--- src/rtl/rv32i_pkg.sv ---
// Shared RV32I front-end types and constants.
package rv32i_pkg;

    localparam int          XLEN      = 32;
    localparam logic [31:0] PC_STEP   = 32'd4;
    localparam logic [31:0] NOP_INSTR = 32'h0000_0013;   // addi x0, x0, 0

    typedef enum logic [1:0] {
        IDLE  = 2'd0,
        FETCH = 2'd1,
        DRAIN = 2'd2,
        HOLD  = 2'd3
    } fetch_state_t;

endpackage

--- src/rtl/pc_reg.sv ---
// Program counter: sequential increment, redirect load and word alignment.
module pc_reg
    import rv32i_pkg::*;
#(
    parameter logic [XLEN-1:0] RESET_PC = 32'h0000_0000
) (
    input  logic            clk,
    input  logic            nRst,
    input  logic            inc,
    input  logic            redirect,
    input  logic [XLEN-1:0] redirect_pc,
    output logic [XLEN-1:0] pc
);

    localparam logic [XLEN-1:0] ALIGN_MASK = ~32'h0000_0003;

    // Redirect wins over increment; the add wraps naturally at 2^32.
    always_ff @(posedge clk or negedge nRst) begin
        if (!nRst)         pc <= RESET_PC;
        else if (redirect) pc <= redirect_pc & ALIGN_MASK;
        else if (inc)      pc <= pc + PC_STEP;
    end

endmodule

--- src/rtl/fetch_unit.sv ---
// Instruction fetch FSM with a single-entry output register toward decode.
module fetch_unit
    import rv32i_pkg::*;
#(
    parameter logic [XLEN-1:0] RESET_PC = 32'h0000_0000
) (
    input  logic            clk,
    input  logic            nRst,
    output logic            imem_req,
    output logic [XLEN-1:0] imem_addr,
    input  logic            imem_ack,
    input  logic [XLEN-1:0] imem_rdata,
    output logic [XLEN-1:0] instr,
    output logic [XLEN-1:0] instr_pc,
    output logic            instr_valid,
    input  logic            instr_ready,
    input  logic            redirect,
    input  logic [XLEN-1:0] redirect_pc
);

    fetch_state_t    state_q, state_d;
    logic [XLEN-1:0] pc;
    logic [XLEN-1:0] stale_addr_q;
    logic            take;      // accept returned word into the output register

    pc_reg #(.RESET_PC(RESET_PC)) u_pc (
        .clk         (clk),
        .nRst        (nRst),
        .inc         (take),
        .redirect    (redirect),
        .redirect_pc (redirect_pc),
        .pc          (pc)
    );

    // State register.
    always_ff @(posedge clk or negedge nRst) begin
        if (!nRst) state_q <= IDLE;
        else       state_q <= state_d;
    end

    // Next state; redirect overrides everything except an outstanding request.
    always_comb begin
        state_d = state_q;
        take    = 1'b0;
        case (state_q)
            IDLE:  state_d = FETCH;
            FETCH: begin
                if (imem_ack) begin
                    if (!redirect) begin
                        take    = 1'b1;
                        state_d = HOLD;
                    end
                    // ack with redirect: drop the word and refetch at target
                end else if (redirect) begin
                    state_d = DRAIN;
                end
            end
            // Wait out the abandoned request; pc already holds the target.
            DRAIN: if (imem_ack) state_d = FETCH;
            HOLD:  if (redirect || instr_ready) state_d = FETCH;
            default: state_d = IDLE;
        endcase
    end

    // Remember the in-flight address so DRAIN keeps the bus stable.
    always_ff @(posedge clk or negedge nRst) begin
        if (!nRst)
            stale_addr_q <= RESET_PC;
        else if (state_q == FETCH && redirect && !imem_ack)
            stale_addr_q <= pc;
    end

    // Output register toward decode, loaded only by an unredirected ack.
    always_ff @(posedge clk or negedge nRst) begin
        if (!nRst) begin
            instr    <= NOP_INSTR;
            instr_pc <= '0;
        end else if (take) begin
            instr    <= imem_rdata;
            instr_pc <= pc;
        end
    end

    assign imem_req    = (state_q == FETCH) || (state_q == DRAIN);
    assign imem_addr   = (state_q == DRAIN) ? stale_addr_q : pc;
    assign instr_valid = (state_q == HOLD);

endmodule

--- config.mk ---
export PLATFORM = sky130hd
export DESIGN_NAME = fetch_unit
export DESIGN_NICKNAME = d
export VERILOG_FILES = /design/src/rtl/rv32i_pkg.sv /design/src/rtl/pc_reg.sv /design/src/rtl/fetch_unit.sv
export SDC_FILE = /design/constraint.sdc
export NUM_CORES = 1
export LEC_CHECK = 0
export ABC_AREA = 0
export BUFFER_PORTS_ARGS = -buffer_cell sky130_fd_sc_hd__buf_2
export CAP_MARGIN = 0
export CORE_MARGIN = 4
export CORE_UTILIZATION = 52
export CTS_CLUSTER_DIAMETER = 30
export DETAILED_ROUTE_END_ITERATION = 10
export GPL_ROUTABILITY_DRIVEN = 1
export GPL_TIMING_DRIVEN = 1
export MAX_ROUTING_LAYER = met4
export PLACE_DENSITY = 0.8
export SLEW_MARGIN = 15
export SYNTH_ARGS = -nofsm -noshare
export SYNTH_HDL_FRONTEND = slang
export SYNTH_SLANG_ARGS = --single-unit
--- constraint.sdc ---
create_clock -name clk -period 3 [get_ports clk]
set_input_delay 0.15 -clock clk [delete_from_list [all_inputs] [get_ports clk]]
set_output_delay 0.15 -clock clk [all_outputs]
set_load 0.01 [all_outputs]
==> run_results.csv <==
group,metric,value,unit
die,die_h,113,microns
finish,syn_to_final_growth,36.4,%
finish,layout_common_cells,"buf_2, dfrtp_1, mux2_2, dlygate4sd3_1, nand2_1",
grt,antenna_found_initial,1,
job,max-cap-violations,0,
synth,synth_top_family_by_area,"multiplexers",
power,max-vdd-ir-drop,0.539,mV
sta,final.period_utilization,86.9,%
placement,dp.cells,743,
detailed_routing,vias,4616,
clocking,clkTransAtPathRegs,0.06,ns
placement,dpl.hpwl,9.10,mm
clocking,cts_setup_buffers,0,
clocking,cts_sinks,124,
sta,tns,0,ns
detailed_routing,wl,14.6,mm
critical_path,cp_cell_sequence,"inv_1 > ha_1 > nand3_1 > or4_1 > or4_1 > a31oi_1",
critical_path,critPathArrivalTime,3.04,ns
critical_path,cp_top_family,"simple AND/OR/NAND/NOR gates",
grt,grt_pass1_vias,4688,
finish,fillers,725,
critical_path,crit_slowest_cell,"or4_1",
finish,fin_area,7830,sq um
grt,grt.met2_usage,39.4,%
synth,synthArstFlopShare,100,%
detailed_routing,drt-initial-drc-count,262,
finish,final_common_cell,"buf_2",
power,leakage,0.00352,uW
critical_path,path_buf_inv,1,
grt,met1_usage,28.8,%
synth,yosys_register_bits,124,
sta,whs,0.135,ns
finish,nNetsFinal,758,
synth,synth-compound-area-share,6.47,%
critical_path,critical_path_class,"reg2reg",
die,floorplan.initialDensity,53.0,%
synth,synth_top_area_share,52.7,%
sta,hold_viol,0,
synth,synth-adder-area-share,0.871,%
grt,track_usage,24.1,%
die,core.rowCount,38,
detailed_routing,firstDrtPassIters,6,
synth,synthCells,472,
die,die_w,113,microns
sta,slew_headroom,37.6,%
synth,post_synth.cell_area_avg,12.2,sq um
detailed_routing,wl_per_cell,17.4,microns
hold_path,min_path_type,"in2reg",
synth,synth-edff-count,0,
synth,synth_top_area_cell,"dfrtp_1",
die,core_area,10800,sq um
synth,yosys_warnings,0,
grt,grt_pass1_wl,23.6,mm
sta,clock_skew,0.00629,ns
die,ios,167,
clocking,cts_tree,"done",
clocking,insertion_delay,0.52,ns
critical_path,cp.required,3.44,ns
finish,fin_util,72.2,%
sta,final_max_slew_viol_count,0,
synth,yosysSeqAreaShare,54.1,%
finish,drive_gt1_share,45.1,%
detailed_routing,drc,0,
die,die_area,12800,sq um
grt,met3_usage,4.44,%
power,power_density,898,nW/um^2
critical_path,crit_path_end_kind,"register",
finish,largest_register_ffs,32,
sta,fmax,384,MHz
finish,largest-register,"instr",
critical_path,cp_max_fo,16,
synth,synth.mux.area_fraction,21.9,%
synth,synth_area_leaders,"dfrtp_1, mux2_2, nand2_1, o21ai_0, or4_1",
placement,routabilityCongestion,0.799,
critical_path,crit_path_start_kind,"register",
grt,busiest_layer,"met2",
grt,overflow,0,
placement,port_buffers,160,
grt,grt_max_degree,67,
detailed_routing,ant_nets,0,
synth,yosysUniqueCellTypes,40,
clocking,cts_root_buf,"clkbuf_8",
synth,synth_xor_xnor_area_share,1.53,%
finish,finalNonFillerCells,839,
synth,synthSimpleGateAreaFrac,10.6,%
clocking,clk_path_buf_depth,2,
detailed_routing,vias_per_cell,5.50,
clocking,numCtsBuffers,17,
sta,worst_pin_slew,0.935,ns
sta,rsz0062_at_grt,"no",
critical_path,crit_top_cell,"or4_1",
run_status,outcome,"completed",
placement,place_area,6590,sq um
sta,final.min_clock_period,2.61,ns
sta,setup_violations,0,
synth,netlist_area,5740,sq um
synth,ys.flop_type,"dfrtp_1",
clocking,htreeDepth,4,
critical_path,max_stage_delay,0.71,ns
[metal layers]
layer	up-vias	share of wire [%]
met1	2274	41
met2	162	51
met3	42	5.2
met5	-	0
li1	2138	-
met4	0	3.5
[final timing paths]
path / cells past startpoint / to / slack, ns / startpoint
max: 6 / u_pc.pc[30] / 0.39 / state_q[1]
min: 3 / u_pc.pc[5] / 0.13 / redirect
max reg2reg: 6 / u_pc.pc[30] / 0.39 / state_q[1]
min reg2reg: 2 / stale_addr_q[18] / 0.48 / stale_addr_q[18]
max in group asynchronous: 3 / instr[0] / 1.87 / nRst
min in group asynchronous: 2 / instr[5] / 0.27 / nRst
[what timing repair did]
| item | in CTS | in global routing |
|---|---|---|
| hold endpoints to repair | 124 | 0 |
| gates resized for setup | 0 | 0 |
| hold buffers | 63 | 0 |
[kinds of logic (layout without fill, tap and decap cells)]
family | count (synthesis) | count (layout)
DFF | 124 | 124
and+or+nand+nor | 114 | 114
muxes | 112 | 112
AOI/OAI and AO/OA | 60 | 60
buffers and inverters | 47 | 270
xor gates and xnor gates | 10 | 10
adders and majority gates | 4 | 4
other | 1 | 5
[through the flow]
stage / worst slack, ns / total power [uW]
floorplan: 0.884 / 3990
global placement: 0.500 / 4770
detailed placement: 0.432 / 4900
CTS: 0.398 / 7070
global route: 0.147 / 7410
finish: 0.394 / 7030
[Yosys cell counts, types with 3 or more instances]
library cell and number:
a31oi_1 15, and4_1 6, buf_2 4, buf_4 5, clkbuf_1 20, clkbuf_8 4, dfrtp_1 121, dfstp_2 3
ha_1 4, inv_1 8, mux2_2 111, nand2_1 37, nand3_1 11, nand4_1 13, nor2_1 17, o211ai_1 3
o21ai_0 27, o31ai_1 12, or4_1 16, xnor2_1 6, xor2_1 4
[tightest hold or removal path, stage by stage]
cell     delay, ns
buf_2         0.27
nand2_1       0.11
o21ai_0       0.06
[power by group]
group,internal [uW],switching [uW]
Combinational,1160,1040
Sequential,2360,380
Clock,1370,726
Total,4880,2150
[cell type report]
type                            instances  area (sq um)  area share [%]
Inverter                                9          33.8           0.431
Clock buffer                           20           435            5.56
Multi-Input combinational cell        304          2400            30.7
Clock inverter                         12           170            2.17
Sequential cell                       124          3110            39.7
Antenna cell                            1          2.50          0.0320
Timing Repair Buffer                  229          1500            19.2
Tap cell                              140           175            2.24
Note: power is estimated with default switching activity, not from simulation.
